**config.mk**
```make
export PLATFORM = sky130hd
export DESIGN_NAME = mem_stage_lsu
export DESIGN_NICKNAME = d
export VERILOG_FILES = /design/src/rtl/riscv_pkg.sv /design/src/rtl/lsu_align.sv /design/src/rtl/mem_stage_lsu.sv
export SDC_FILE = /design/constraint.sdc
export NUM_CORES = 1
export LEC_CHECK = 0
export ABC_CLOCK_PERIOD_IN_PS = 2500
export CORE_MARGIN = 2
export CORE_UTILIZATION = 37
export DETAILED_ROUTE_END_ITERATION = 6
export PLACE_DENSITY = 0.88
export SKIP_LAST_GASP = 1
export SLEW_MARGIN = 10
export SYNTH_ARGS = -nofsm -noshare
export SYNTH_HDL_FRONTEND = slang
export SYNTH_SLANG_ARGS = --single-unit
```
**constraint.sdc**
```tcl
create_clock -name clk -period 2.5 [get_ports clk]
set_input_delay 0.375 -clock clk [delete_from_list [all_inputs] [get_ports clk]]
set_output_delay 0.375 -clock clk [all_outputs]
set_load 0.1 [all_outputs]
```
**src/rtl/riscv_pkg.sv**
```systemverilog
// Shared RISC-V encodings and MEM-stage LSU state type.
// Imported by the load/store unit and its alignment helper.
package riscv_pkg;

    localparam logic [2:0] F3_B  = 3'b000;
    localparam logic [2:0] F3_H  = 3'b001;
    localparam logic [2:0] F3_W  = 3'b010;
    localparam logic [2:0] F3_BU = 3'b100;
    localparam logic [2:0] F3_HU = 3'b101;

    typedef enum logic [1:0] {
        IDLE = 2'd0,
        REQ  = 2'd1,
        RESP = 2'd2,
        DONE = 2'd3
    } lsu_state_t;

endpackage

```
**src/rtl/lsu_align.sv**
```systemverilog
// Combinational lane logic: store byte enables / replicated write data,
// alignment check, and load byte/half extraction with sign/zero extension.
module lsu_align
    import riscv_pkg::*;
(
    input  logic [2:0]  funct3,
    input  logic [1:0]  addr_lo,
    input  logic [31:0] store_data,
    input  logic [31:0] rdata,
    output logic        aligned,
    output logic [3:0]  be,
    output logic [31:0] wdata,
    output logic [31:0] load_data
);

    logic [31:0] lane;

    assign lane = rdata >> {addr_lo, 3'b000};

    always_comb begin
        aligned = 1'b1;
        be      = 4'b1111;
        wdata   = store_data;
        case (funct3)
            F3_B, F3_BU: begin
                be    = 4'b0001 << addr_lo;
                wdata = {4{store_data[7:0]}};
            end
            F3_H, F3_HU: begin
                aligned = ~addr_lo[0];
                be      = 4'b0011 << addr_lo;
                wdata   = {2{store_data[15:0]}};
            end
            F3_W:    aligned = (addr_lo == 2'b00);
            // Undefined encodings are handled as word accesses.
            default: aligned = (addr_lo == 2'b00);
        endcase
    end

    always_comb begin
        load_data = lane;
        case (funct3)
            F3_B:    load_data = {{24{lane[7]}}, lane[7:0]};
            F3_BU:   load_data = {24'h0, lane[7:0]};
            F3_H:    load_data = {{16{lane[15]}}, lane[15:0]};
            F3_HU:   load_data = {16'h0, lane[15:0]};
            default: load_data = lane;
        endcase
    end

endmodule

```
**src/rtl/mem_stage_lsu.sv**
```systemverilog
// MEM-stage load/store unit: one req/gnt/rvalid data-memory access per load/store,
// stalls the pipeline until it completes, and holds extended load data for WB.
module mem_stage_lsu
    import riscv_pkg::*;
#(
    parameter int TIMEOUT_CYCLES = 255
) (
    input  logic        clk,
    input  logic        rst,
    input  logic        pipeline_en,
    input  logic        mem_load,
    input  logic        mem_store,
    input  logic [2:0]  mem_funct3,
    input  logic [31:0] mem_addr,
    input  logic [31:0] mem_store_data,
    output logic        lsu_stall,
    output logic [31:0] mem_read_data,
    output logic        misaligned,
    output logic        bus_err,
    output logic        dmem_req,
    output logic        dmem_we,
    output logic [3:0]  dmem_be,
    output logic [31:0] dmem_addr,
    output logic [31:0] dmem_wdata,
    input  logic        dmem_gnt,
    input  logic        dmem_rvalid,
    input  logic [31:0] dmem_rdata
);

    localparam int CW = $clog2(TIMEOUT_CYCLES + 1);

    lsu_state_t    state_q, state_d;
    logic [CW-1:0] cnt_q, cnt_d, cnt_inc;
    logic [31:0]   rdata_q, rdata_d;

    logic        acc, aligned, mis, timed_out, complete;
    logic [31:0] load_ext;

    lsu_align u_align (
        .funct3     (mem_funct3),
        .addr_lo    (mem_addr[1:0]),
        .store_data (mem_store_data),
        .rdata      (dmem_rdata),
        .aligned    (aligned),
        .be         (dmem_be),
        .wdata      (dmem_wdata),
        .load_data  (load_ext)
    );

    assign acc       = mem_load | mem_store;
    assign mis       = acc & ~aligned;
    assign cnt_inc   = (cnt_q == {CW{1'b1}}) ? cnt_q : cnt_q + 1'b1;
    assign timed_out = (cnt_q >= CW'(TIMEOUT_CYCLES - 1));

    assign dmem_addr     = {mem_addr[31:2], 2'b00};
    assign dmem_we       = dmem_req & mem_store & ~mem_load;
    assign mem_read_data = rdata_q;

    always_comb begin
        state_d    = state_q;
        cnt_d      = '0;
        rdata_d    = rdata_q;
        dmem_req   = 1'b0;
        lsu_stall  = 1'b0;
        misaligned = 1'b0;
        bus_err    = 1'b0;
        complete   = 1'b0;
        case (state_q)
            IDLE: begin
                if (mis) begin
                    misaligned = 1'b1;
                end else if (acc) begin
                    dmem_req  = 1'b1;
                    lsu_stall = 1'b1;
                    if (!dmem_gnt)     state_d  = REQ;
                    else if (mem_load) state_d  = RESP;
                    else               complete = 1'b1;
                end
            end
            REQ: begin
                dmem_req  = 1'b1;
                lsu_stall = 1'b1;
                cnt_d     = cnt_inc;
                if (dmem_gnt) begin
                    if (mem_load) state_d  = RESP;
                    else          complete = 1'b1;
                end else if (timed_out) begin
                    bus_err  = 1'b1;
                    rdata_d  = '0;
                    complete = 1'b1;
                end
            end
            RESP: begin
                lsu_stall = 1'b1;
                cnt_d     = cnt_inc;
                if (dmem_rvalid) begin
                    rdata_d  = load_ext;
                    complete = 1'b1;
                end else if (timed_out) begin
                    bus_err  = 1'b1;
                    rdata_d  = '0;
                    complete = 1'b1;
                end
            end
            DONE: begin
                if (pipeline_en) state_d = IDLE;
            end
            default: state_d = IDLE;
        endcase
        // A finished access parks in DONE while the pipeline is held so it is not re-issued.
        if (complete) begin
            lsu_stall = 1'b0;
            state_d   = pipeline_en ? IDLE : DONE;
        end
        if (state_d == IDLE || state_d == DONE) cnt_d = '0;
    end

    always_ff @(posedge clk) begin
        if (rst) begin
            state_q <= IDLE;
            cnt_q   <= '0;
            rdata_q <= '0;
        end else begin
            state_q <= state_d;
            cnt_q   <= cnt_d;
            rdata_q <= rdata_d;
        end
    end

endmodule

```
==> results of run 1 <==
worst max-delay path, stage by stage (launching register included):
cell      delay [ns]
dfxtp_2         0.38
inv_1           0.10
ha_1            0.24
o21ai_1         0.11
a21oi_1         0.07
or2_2           0.32
a221oi_4        0.27
buf_12          0.21
metrics by stage:
| stage | setup slack [ns] | hold WS, ns |
|---|---|---|
| finish | 0.1238 | 0.4808 |
| detailed placement | 0.03693 | 0.4584 |
| CTS | 0.01718 | 0.4755 |
| floorplan | -0.6945 | 0.4815 |
| global placement | 0.08377 | 0.4501 |
| global route | 0.01046 | 0.4993 |
state kept, by name, summed over array words and instances, names as in the netlist:
name           cells
mem_read_data     32
cnt_q              8
state_q            2
cell type report:
class / instances / share of cell area, %
Multi-Input combinational cell: 265 / 40.06
Tap cell: 108 / 2.683
Sequential cell: 42 / 16.74
Inverter: 9 / 0.6706
Timing Repair Buffer: 171 / 37.61
Clock inverter: 1 / 0.5961
Clock buffer: 6 / 1.639
cell usage after synthesis (2+ instances only):
master,instances,area share [%]
nor2_1,24,2.8
a211oi_1,6,1.4
o211ai_2,2,0.77
a2bb2oi_1,8,2.2
o21ai_0,27,4.2
a2111oi_2,2,0.93
or2_2,2,0.39
xor2_1,2,0.54
o21bai_1,3,0.69
a21oi_1,2,0.31
a22o_1,15,4.0
mux4_2,2,1.4
nor2b_1,11,2.1
a221oi_1,2,0.54
mux2i_1,26,8.0
nor3_1,5,0.77
o31ai_1,2,0.46
nand2b_1,3,0.58
nand3_1,2,0.31
o21ai_1,3,0.46
buf_6,2,0.69
buf_1,2,0.23
xnor2_1,2,0.54
nand2_1,37,4.3
a31oi_1,4,0.77
dfxtp_1,42,26
inv_1,9,1.0
ha_1,7,2.7
clkbuf_1,12,1.4
a211o_1,8,2.2
a22oi_1,9,2.1
mux2_2,16,5.6
a32oi_1,7,1.9
buf_4,41,9.5
a21o_1,2,0.46
nand3b_1,5,1.2
buf_2,9,1.4
per-layer routing:
layer | global-route usage, % | vias to the layer above
met1 | 25.13 | 1565
met5 | 0 | -
met3 | 7.626 | 27
met2 | 38.41 | 176
met4 | 7.265 | 0
li1 | - | 1578
power by group through the flow:
stage               registers, mW  logic, mW  clock network, mW
finish                      0.759       2.01              0.561
floorplan                   0.975       1.33                  0
CTS                         0.756       1.98              0.556
detailed placement          0.771       1.98                  0
global route                0.766       2.09              0.600
global placement            0.767       1.94                  0
worst paths after layout:
kind                     start                 to  slack, ns  depth (start not counted)
max                 state_q[0]          lsu_stall       0.12                          7
min          mem_read_data[28]  mem_read_data[28]       0.48                          1
max reg2reg         state_q[0]  mem_read_data[28]       0.25                          6
min reg2reg  mem_read_data[28]  mem_read_data[28]       0.48                          1
logic make-up (layout without fill, tap and decap cells):
group,after synthesis,after routing,share of synthesized area [%]
mux,44,44,14.96
other cells,1,2,0.1156
xor+xnor,5,5,1.582
simple gates,95,95,13.96
fa+ha+maj,7,7,2.699
buf+inv,75,187,14.23
flops,42,42,25.92
compound gates,112,112,26.53
timing repair:
item	in CTS	in global routing
resized for setup	0	6
setup buffers	0	0
endpoints found under the setup margin	0	2
==> flow_summary.json, run 1 <==
{
  "fin_setup_tns_ns": 0,
  "hold_viol": 0,
  "grt_setup_unrepaired": "false",
  "final_util_pct": 58.62,
  "clk_pin_slew_ns": 0.08,
  "m1WireLength_mm": 3.939,
  "drc": 0,
  "synth_seq_area_share_pct": 25.92,
  "io_pins": 211,
  "combPwrFrac_pct": 60.3,
  "grt_pass1_wl_mm": 17.19,
  "syn_avg_cell_area_um2": 8.515,
  "critPathRequiredTime_ns": 2.12,
  "vdd_drop_max_mv": 1.221,
  "drive_above_1_share_pct": 30.77,
  "drv_slew": 0,
  "cp-start-kind": "register",
  "portBuffers": 148,
  "netSwitchingPower_mw": 1.582,
  "grt_overflow": 0,
  "crit_path_end_kind": "output port",
  "power_mw": 3.326,
  "post-place-cells": 595,
  "max-slew-margin-rel_pct": 27.61,
  "cts-root-buf": "clkbuf_8",
  "stdcell_count": 602,
  "grt_use_total_pct": 22.04,
  "grt_max_degree": 40,
  "die_area_mm2": 0.009534,
  "cp_max_fo": 4,
  "viasPerCell": 5.558,
  "p_sw_share_pct": 47.57,
  "hp-class": "reg -> reg",
  "p_leak_nw": 2.148,
  "place_area_mm2": 0.004897,
  "clock_latency_ns": 0.30,
  "rows": 34,
  "finalClockSkew_ns": 0.007166,
  "core_mm2": 0.008593,
  "maxUsedRoutingLayer": "met4",
  "dp_hpwl_mm": 8.334,
  "yosysWarnings": 0,
  "crit_type": "reg -> out",
  "mostFrequentLayoutCells": "73 x clkdlybuf4s50_1, 62 x buf_4, 40 x dfxtp_1",
  "hold_buffers": 0,
  "worst_pin_slew_ns": 1.084,
  "cts_tree": "built",
  "powerDensity_mw_per_mm2": 660.2,
  "layout_worst_path_cycle_share_pct": 95.05,
  "start_util_pct": 37.75,
  "met3_length_mm": 1.042,
  "final_common_cell": "clkdlybuf4s50_1",
  "routedWlPerCell_um": 17.65,
  "synth_edf_count": 0,
  "fmax_mhz": 420.8,
  "cts_buffer_depth": 2,
  "dr_wl_met2_mm": 5.397,
  "nets": 607,
  "synth-main-ff-cell": "dfxtp_1",
  "postSynthCellCount": 381,
  "antenna_found_initial": 0,
  "intPower_mw": 1.744,
  "chipWidth_um": 97.64,
  "async_flop_share_pct": 0,
  "ant_nets": 0,
  "die_h_um": 97.64,
  "synth_cell_types": 55,
  "final_cell_area_mm2": 0.005037,
  "drt_wl_total_mm": 10.62,
  "period_needed_ns": 2.376,
  "area_delta_synth_final_pct": 55.26,
  "maxCapViolations": 0,
  "grt_pass1_vias": 3434,
  "cts_made_buffers": 5,
  "seq_area_um2": 843.3,
  "setup_violations": 0,
  "pwr-share-clk_pct": 16.9,
  "outcome": "completed",
  "vias": 3346,
  "drt_iter0_drc": 220,
  "fillers": 721,
  "gp_congestion": 0.9256,
  "htree_levels": 2,
  "firstDrtPassIters": 5,
  "cts_sinks": 42,
  "multi_input_comb_area_mm2": 0.002018,
  "ys_ff_latch": 42,
  "antenna_cells": 0,
  "arrival_ns": 2.00,
  "pwr-share-seq_pct": 22.8,
  "synthesis.area_mm2": 0.003244
}
Note: power is estimated with default switching activity, not from simulation.
==> run 2: changes to the inputs <==
--- a/config.mk
+++ b/config.mk
@@ -6,7 +6,6 @@
 export NUM_CORES = 1
 export LEC_CHECK = 0
 export ABC_CLOCK_PERIOD_IN_PS = 2500
-export CORE_MARGIN = 2
 export CORE_UTILIZATION = 37
 export DETAILED_ROUTE_END_ITERATION = 6
 export PLACE_DENSITY = 0.88
==> run 2 against run 1 <==
- cell area fell by 1.0%
- hold slack improved by 0.0032 ns
- non-clock buffer count down 1
- total power shrank 4.6%
- sequential share of layout area rose by 0.17 points
- die area fell by 4.1%
- maximum frequency down 1.8%
- count of clock-buffer cells in the layout is the same
- sequential power about the same
- clock skew rose by 0.0048 ns
- setup slack lost 0.044 ns
- sequential cell count unchanged
- critical path type is now in -> out
- highest routed layer unchanged
==> flow_summary.json, run 2 (synthesized netlist as in run 1, its figures left out) <==
{
  "crit_chain": "clkdlybuf4s50_1 > or2_4 > a21oi_1 > or2_2 > a221oi_4 > buf_12",
  "core_mm2": 0.008341,
  "routedWlPerCell_um": 16.91,
  "arrival_ns": 2.05,
  "die_h_um": 95.64,
  "drive_above_1_share_pct": 30.28,
  "mostFrequentLayoutCells": "74 x clkdlybuf4s50_1, 61 x buf_4, 40 x dfxtp_1",
  "finalClockSkew_ns": 0.01200,
  "grt_use_total_pct": 22.35,
  "outcome": "completed",
  "gp_congestion": 0.9234,
  "powerDensity_mw_per_mm2": 636.3,
  "max-slew-margin-rel_pct": 62.47,
  "grt_overflow": 0,
  "hold_buffers": 0,
  "clock_latency_ns": 0.29,
  "drt_iter0_drc": 116,
  "antenna_cells": 0,
  "intPower_mw": 1.630,
  "path_delay_family": "buffers and inverters",
  "post_cts_buffers": 0,
  "worst_pin_slew_ns": 0.5617,
  "largest_reg_flops": 32,
  "cts-root-buf": "clkbuf_8",
  "cts_made_buffers": 5,
  "grt_max_degree": 40,
  "clk_pin_slew_ns": 0.07,
  "cp_max_fo": 5,
  "cts-resized-gates": 0,
  "drc": 0,
  "crit_type": "in -> out",
  "hp-class": "reg -> reg",
  "cts_tree": "built",
  "maxCapViolations": 0,
  "portBuffers": 148,
  "chipWidth_um": 95.64,
  "drt_wl_total_mm": 10.10,
  "combPwrFrac_pct": 62.5,
  "crit_buf_inv": 2,
  "vias": 3262,
  "nets": 606,
  "stdcell_count": 597,
  "p_sw_share_pct": 48.62,
  "grt_pass1_wl_mm": 15.70,
  "pwr-share-clk_pct": 13.5,
  "hold_viol": 0,
  "cts_sinks": 42,
  "setup_violations": 0,
  "cp-start-kind": "input pin",
  "ant_nets": 0,
  "post-place-cells": 591,
  "rows": 33,
  "crit_path_end_kind": "output port",
  "grt_pass1_vias": 3317,
  "period_needed_ns": 2.421,
  "power_mw": 3.173,
  "layout_worst_path_cycle_share_pct": 96.82,
  "cpPeakStageDelay_ns": 0.56,
  "p_leak_nw": 2.118,
  "start_util_pct": 38.90,
  "area_delta_synth_final_pct": 53.68,
  "pwr-share-seq_pct": 23.9,
  "antenna_found_initial": 0,
  "final_common_cell": "clkdlybuf4s50_1",
  "io_pins": 211,
  "fmax_mhz": 413.1,
  "firstDrtPassIters": 5,
  "netSwitchingPower_mw": 1.543,
  "cpMaxStageDelayCell": "clkdlybuf4s50_1",
  "htree_levels": 2,
  "critPathRequiredTime_ns": 2.12,
  "viasPerCell": 5.464,
  "drv_slew": 0,
  "vdd_drop_max_mv": 0.7921,
  "dp_hpwl_mm": 8.068,
  "die_area_mm2": 0.009147,
  "cts_buffer_depth": 2
}
==> run 2: layout make-up <==
| cell class | count | area [µm²] |
|---|---|---|
| fill | 704 | 3354 |
| multi-input combinational | 265 | 2011 |
| timing repair buffer | 170 | 1884 |
| sequential | 42 | 843.3 |
| tap | 105 | 131.4 |
| clock buffer | 6 | 82.58 |
| inverter | 9 | 33.78 |
==> run 2: routing by layer <==
metal / part of all wire [%] / vias up / GRT usage, %
met5: 0 / - / 0
met4: 2.5 / 0 / 8.955
met3: 8.6 / 20 / 6.380
met2: 51 / 147 / 41.19
met1: 38 / 1526 / 23.75
li1: - / 1569 / -
==> run 2: path summary, 6_finish.rpt <==
check               startpoint                end  slack, ns  cells past startpoint
min reg2reg  mem_read_data[26]  mem_read_data[26]       0.48                      1
min          mem_read_data[26]  mem_read_data[26]       0.48                      1
max reg2reg           cnt_q[0]           cnt_q[1]       0.31                      7
max              mem_funct3[1]          lsu_stall       0.08                      6
==> run 2: power groups by stage <==
stage / combinational (mW) / clock, mW / sequential [mW]
CTS: 1.97 / 0.433 / 0.755
finish: 1.98 / 0.430 / 0.758
floorplan: 1.33 / 0 / 0.975
detailed placement: 1.96 / 0 / 0.770
global placement: 1.94 / 0 / 0.769
global route: 2.07 / 0.463 / 0.764
==> run 2: through the flow <==
stage          area [µm²]  setup TNS [ns]  hold WS [ns]  setup WS (ns)  util (%)
6_report             4986               0        0.4840        0.07944     59.78
3_3_place_gp         4886               0        0.4630         0.1367     58.58
2_1_floorplan        3298         -0.7595        0.4815        -0.6945         -
3_5_place_dp         4886               0        0.4717        0.03660     58.58
5_1_grt              4986        -0.02391        0.5109       -0.02391     59.78
4_1_cts              4969               0        0.4914        0.01118     59.57
